### src/rtl/pipeline_hazard_ctrl.sv
// -----------------------------------------------------------------------------
// pipeline_hazard_ctrl
//
// Hazard unit for a 5-stage RV32I pipeline (F/D/E/M/W). It generates the
// per-stage hold (stall_*) and clear (flush_*) controls, and the ALU operand
// forwarding selects. It also freezes the pipeline while a multi-cycle
// data-memory access is outstanding, and abandons that access after a timeout.
//
// Ports:
//   clk, rst                 clock, synchronous active-high reset
//   rs1_d, rs2_d             decode-stage source registers
//   rs1_e, rs2_e, rd_e       execute-stage sources / destination
//   load_e, pc_src_e         E holds a load / E resolved a taken branch
//   rd_m, reg_write_m        memory-stage destination and write enable
//   mem_req_m, mem_ready     memory-stage access active / memory response valid
//   rd_w, reg_write_w        writeback-stage destination and write enable
//   stall_f/d/e/m            hold the stage register (en = ~stall)
//   flush_d/e/w              clear the stage register
//   forward_a_e/_b_e         00 register file, 01 W result, 10 M result
//   mem_timeout              sticky flag: a memory access timed out
//   stall_cnt, flush_cnt     saturating counters: stall_f cycles, branch flushes
// -----------------------------------------------------------------------------
module pipeline_hazard_ctrl #(
  parameter int TIMEOUT_CYCLES = 64,
  parameter int CNT_W          = 32
) (
  input  logic             clk,
  input  logic             rst,
  input  logic [4:0]       rs1_d,
  input  logic [4:0]       rs2_d,
  input  logic [4:0]       rs1_e,
  input  logic [4:0]       rs2_e,
  input  logic [4:0]       rd_e,
  input  logic             load_e,
  input  logic             pc_src_e,
  input  logic [4:0]       rd_m,
  input  logic             reg_write_m,
  input  logic             mem_req_m,
  input  logic             mem_ready,
  input  logic [4:0]       rd_w,
  input  logic             reg_write_w,
  output logic             stall_f,
  output logic             stall_d,
  output logic             stall_e,
  output logic             stall_m,
  output logic             flush_d,
  output logic             flush_e,
  output logic             flush_w,
  output logic [1:0]       forward_a_e,
  output logic [1:0]       forward_b_e,
  output logic             mem_timeout,
  output logic [CNT_W-1:0] stall_cnt,
  output logic [CNT_W-1:0] flush_cnt
);

  localparam int              WCW       = $clog2(TIMEOUT_CYCLES);
  localparam logic [WCW-1:0]  WAIT_LAST = WCW'(TIMEOUT_CYCLES - 1);

  typedef enum logic {ST_RUN, ST_WAIT} state_e;

  state_e           state_q;
  logic [WCW-1:0]   wait_cnt_q;
  logic             mem_timeout_q;
  logic [CNT_W-1:0] stall_cnt_q, stall_cnt_d;
  logic [CNT_W-1:0] flush_cnt_q, flush_cnt_d;

  logic timeout_now;
  logic mem_stall;
  logic load_use;
  logic branch_flush;

  // M result has priority over W because it is the younger write.
  // x0 is hard-wired to zero, so it never forwards.
  function automatic logic [1:0] fwd_sel(input logic [4:0] rs);
    if (reg_write_m && rd_m != 5'd0 && rd_m == rs)      return 2'b10;
    else if (reg_write_w && rd_w != 5'd0 && rd_w == rs) return 2'b01;
    else                                                return 2'b00;
  endfunction

  assign forward_a_e = fwd_sel(rs1_e);
  assign forward_b_e = fwd_sel(rs2_e);

  // The timeout is qualified with mem_req_m so a request that goes away during
  // WAIT cannot raise a spurious timeout.
  assign timeout_now = (state_q == ST_WAIT) && (wait_cnt_q == WAIT_LAST)
                       && mem_req_m && !mem_ready;
  assign mem_stall   = mem_req_m && !mem_ready && !timeout_now;
  assign load_use    = load_e && rd_e != 5'd0 && (rd_e == rs1_d || rd_e == rs2_d);
  // A memory freeze holds E, so the branch in E is simply retaken after release.
  assign branch_flush = pc_src_e && !mem_stall;

  // NOTE: every output gets a default first, so each path through the priority
  // chain assigns all of them and no latch is inferred.
  always_comb begin
    stall_f = 1'b0;
    stall_d = 1'b0;
    stall_e = 1'b0;
    stall_m = 1'b0;
    flush_d = 1'b0;
    flush_e = 1'b0;
    flush_w = 1'b0;
    if (mem_stall) begin
      stall_f = 1'b1;
      stall_d = 1'b1;
      stall_e = 1'b1;
      stall_m = 1'b1;
      flush_w = 1'b1;
    end else if (pc_src_e) begin
      // A concurrent load-use is dropped: its D instruction is being flushed.
      flush_d = 1'b1;
      flush_e = 1'b1;
    end else if (load_use) begin
      stall_f = 1'b1;
      stall_d = 1'b1;
      flush_e = 1'b1;
    end
  end

  // Memory-wait FSM. mem_timeout is a registered output of this block.
  // NOTE: sequential state uses non-blocking assignments so every register
  // samples pre-edge values regardless of statement order.
  always_ff @(posedge clk) begin
    if (rst) begin
      state_q       <= ST_RUN;
      wait_cnt_q    <= '0;
      mem_timeout_q <= 1'b0;
    end else begin
      case (state_q)
        ST_RUN: begin
          if (mem_req_m && !mem_ready) begin
            state_q    <= ST_WAIT;
            wait_cnt_q <= WCW'(1);
          end
        end
        ST_WAIT: begin
          if (mem_ready || !mem_req_m) begin
            state_q    <= ST_RUN;
            wait_cnt_q <= '0;
          end else if (timeout_now) begin
            state_q       <= ST_RUN;
            wait_cnt_q    <= '0;
            mem_timeout_q <= 1'b1;
          end else begin
            wait_cnt_q <= wait_cnt_q + WCW'(1);
          end
        end
        default: begin
          state_q    <= ST_RUN;
          wait_cnt_q <= '0;
        end
      endcase
    end
  end

  // Saturating performance counters: hold at all-ones instead of wrapping.
  always_comb begin
    stall_cnt_d = stall_cnt_q;
    flush_cnt_d = flush_cnt_q;
    if (stall_f && stall_cnt_q != '1)      stall_cnt_d = stall_cnt_q + CNT_W'(1);
    if (branch_flush && flush_cnt_q != '1) flush_cnt_d = flush_cnt_q + CNT_W'(1);
  end

  always_ff @(posedge clk) begin
    if (rst) begin
      stall_cnt_q <= '0;
      flush_cnt_q <= '0;
    end else begin
      stall_cnt_q <= stall_cnt_d;
      flush_cnt_q <= flush_cnt_d;
    end
  end

  assign mem_timeout = mem_timeout_q;
  assign stall_cnt   = stall_cnt_q;
  assign flush_cnt   = flush_cnt_q;

endmodule

### config.mk
export PLATFORM = sky130hd
export DESIGN_NAME = pipeline_hazard_ctrl
export DESIGN_NICKNAME = d
export VERILOG_FILES = /design/src/rtl/pipeline_hazard_ctrl.sv
export SDC_FILE = /design/constraint.sdc
export NUM_CORES = 1
export LEC_CHECK = 0
export BUFFER_PORTS_ARGS = -buffer_cell sky130_fd_sc_hd__buf_2
export CORE_UTILIZATION = 45
export CTS_CLUSTER_SIZE = 40
export DETAILED_ROUTE_END_ITERATION = 8
export PLACE_DENSITY = 0.73
export SLEW_MARGIN = 0
export SYNTH_ARGS = -nofsm -noshare
export SYNTH_HDL_FRONTEND = slang
export SYNTH_SLANG_ARGS = --single-unit
### constraint.sdc
create_clock -name clk -period 2.9 [get_ports clk]
set_input_delay 0.29 -clock clk [delete_from_list [all_inputs] [get_ports clk]]
set_output_delay 0.29 -clock clk [all_outputs]
set_load 0.005 [all_outputs]
==> impl_metrics.csv <==
group,metric,value,unit
status,status,"finished with violations",
status,violations,"design-rule violations",
synth,synth_area_per_cell,8.02,um2
synth,yosys_warnings,0,
grt,grt_antenna_before_repair,0,
synth,synthCells,513,
clock_network,cts-resized-gates,0,
layout,drive_above_1_share,0.267,
floorplanning,io_pins,119,
synth,synth_nets,559,
grt,grt_pass1_vias,3861,
synth,netlist_top_cells_area,"dfxtp_1 (35%), xnor2_1 (7.7%), nor2_1 (5.0%), a21oi_1 (3.8%), mux2_2 (3.6%)",
clock_network,ctsHoldBuffers,0,
critical_path,cp_max_fo,26,
power_and_ir_drop,p_int,1560,uW
sta,clock.fmax,374,MHz
synth,synth.distinct_cells,43,
critical_path,critPathMaxStageDelay,0.54,ns
clock_network,cts_max_level,3,
sta,period_share,0.921,
clock_network,clock-sinks,72,
layout,final_util,0.572,
clock_network,clkSlewWorstSetupHoldPaths,0.08,ns
sta,relSlewSlack,0.377,
sta,fin_worst_skew,0.0231,ns
placed_design,gp_congestion,0.801,
layout,fillCellCount,832,
floorplanning,die_w,97.6,um
clock_network,cts_tree,"yes",
clock_network,cts-buffers-inserted,9,
power_and_ir_drop,leakage,0.00196,uW
synth,synthFlopType,"dfxtp_1",
clock_network,clockBufferDepth,2,
critical_path,crit_arrival,2.91,ns
power_and_ir_drop,peakVddDrop,220,uV
critical_path,critPathKind,"flip-flop to flip-flop",
sta,tns,0,ns
placed_design,hpwl,7520,um
route,totalWireLength,10400,um
floorplanning,die_height,97.6,um
synth,netlist_area,4120,um2
job,drv_cap,0,
power_and_ir_drop,power_frac_seq,0.478,
grt,grt_pass1_wl,17400,um
route,via_per_inst,5.61,
sta,final-hold-violation-count,0,
power_and_ir_drop,p_per_area,415,nW/um2
grt,grt_usage,0.220,
route,drcViolationCount,15,
synth,synth_largest_area_cell,"dfxtp_1",
sta,rsz0062_at_grt,"false",
floorplanning,rows,34,
grt,grt_max_degree,53,
power_and_ir_drop,p_comb_frac,0.097,
synth,synth_edf_count,0,
floorplanning,start_util,0.467,
route,ant_nets,0,
critical_path,cp_top_family,"simple AND/OR/NAND/NOR gates",
clock_network,postCtsSetupBuffers,0,
critical_path,worstPathRequired,3.14,ns
critical_path,crit_buf_inv,2,
synth,async_flop_share,0,
route,wl_per_cell,14.1,um
power_and_ir_drop,clockPowerShare,0.425,
synth,synth_top_cell_area_share,0.350,
sta,worstMarginPinSlew,0.934,ns
route,drt_iter0_drc,193,
power_and_ir_drop,p_total,2090,uW
critical_path,cp-start-kind,"flip-flop",
synth,synth_seq_area_share,0.350,
sta,whs,0.229,ns
clock_network,insertion_delay,0.35,ns
route,routed-via-count,4132,
critical_path,worstSetupEndpointType,"flip-flop",
sta,finalCriticalPeriod,2.67,ns
layout,syn2layout_area_growth,22.5,%
min_path,hp-class,"input pin to flip-flop",
critical_path,path_cells,"ha_1 -> inv_1 -> or3_2 -> or4_1 -> nand2_2 -> buf_12 -> nor4_1 -> mux2_1",
power_and_ir_drop,power_switching_share,0.253,
clock_network,cts_root_buf,"clkbuf_8",
sta,slew_viol_final,0,
floorplanning,die_area,9530,um2
power_and_ir_drop,p_sw,529,uW
layout,diodes,0,
sta,setup_viol,0,
layout,layout.nets,670,
route,drt_pass1_iterations,8,
critical_path,critPathSlowestCell,"or3_2",
placed_design,io_buffers,118,
floorplanning,core_region_area,8810,um2
grt,overflow,0,
synth,ys_seq_elements,72,
metrics by stage:
stage                     instances  setup slack (ns)  area, um2
after CTS                       737             0.246       5040
after global routing            737            0.0857       5040
after floorplan                 513             0.540       4120
after detailed placement        721             0.264       4820
final                           737             0.229       5040
after global placement          721             0.377       4820
cells in the mapped netlist, drive strengths merged (3+ instances only):
| library cell | number |
|---|---|
| a21oi | 31 |
| and4 | 7 |
| buf | 14 |
| clkbuf | 15 |
| dfxtp | 72 |
| ha | 3 |
| inv | 11 |
| mux2 | 20 |
| nand2 | 34 |
| nand2b | 4 |
| nand3 | 27 |
| nand4 | 16 |
| nor2 | 55 |
| nor2b | 19 |
| nor3 | 26 |
| nor3b | 4 |
| nor4 | 21 |
| o21ai | 24 |
| o31ai | 10 |
| or2 | 3 |
| or3 | 16 |
| or4 | 18 |
| xnor2 | 36 |
| xor2 | 14 |
cell type report:
cell class / count / area (um2) / share of cell area
tap: 108 / 135 / 0.0268
sequential: 72 / 1440 / 0.286
multi-input combinational: 401 / 2490 / 0.494
timing repair buffer: 129 / 711 / 0.141
clock inverter: 7 / 96.3 / 0.0191
inverter: 11 / 41.3 / 0.00819
clock buffer: 9 / 124 / 0.0246
logic make-up (layout without fill, tap and decap cells):
logic type | Yosys count | in the layout | synth area share
XOR/XNOR | 50 | 50 | 0.106
adder cells (fa/ha/maj) | 3 | 3 | 0.00912
buffers and inverters | 40 | 156 | 0.0450
multiplexers | 20 | 20 | 0.0547
AND/OR/NAND/NOR | 257 | 257 | 0.338
flip-flops | 72 | 72 | 0.350
AO/OA/AOI/OAI | 71 | 71 | 0.0967
power groups by stage:
stage	clock network, uW	logic (uW)	registers, uW
floorplan	0	118	1020
global placement	0	195	1020
detailed placement	0	202	1020
CTS	905	203	1000
global route	948	223	1000
finish	890	203	1000
metal layers:
metal | GRT usage | share of wire | vias up
li1 | - | - | 2057
met3 | 0.0388 | 0.053 | 10
met5 | 0 | 0 | -
met1 | 0.270 | 0.45 | 1931
met4 | 0.0746 | 0.012 | 0
met2 | 0.386 | 0.48 | 134
cells in the final DEF, fill, tap and decap left out, types with 2 or more instances in the layout:
cell       instances
nor3b_1            4
nand4b_1           2
or3_1             15
o2111ai_1          2
a21oi_1           31
buf_12             3
mux2_1             7
ha_1               3
clkbuf_8           9
nor4b_1            2
and4_1             7
clkinv_4           3
inv_1             11
bufinv_16          2
nor3_1            26
o21ai_0           23
nor2b_1           19
and3_1             2
xor2_1            14
nand3_1           27
nor2_1            54
dfxtp_1           72
clkinv_2           2
nand4_1           15
nor4_1            20
mux2_2            13
or2_2              3
or4_1             17
o31ai_1           10
nand2_1           33
buf_2            118
buf_4              8
nand2b_1           4
xnor2_1           36
tightest hold or removal path, stage by stage:
cell	delay, ns
buf_2	0.11
nand2b_1	0.08
nor3_1	0.05
flip-flops by register name, summed over array words and instances, names as in the netlist:
signal       flops
wait_cnt_q       6
flush_cnt       32
state_q          1
mem_timeout      1
stall_cnt       32
final timing paths:
check	start	end	slack [ns]	cells after the start
max	stall_cnt[0]	stall_cnt[27]	0.23	8
min	mem_req_m	state_q	0.23	3
max reg2reg	stall_cnt[0]	stall_cnt[27]	0.23	8
min reg2reg	mem_timeout	mem_timeout	0.47	2
(Power assumes the default switching activity.)
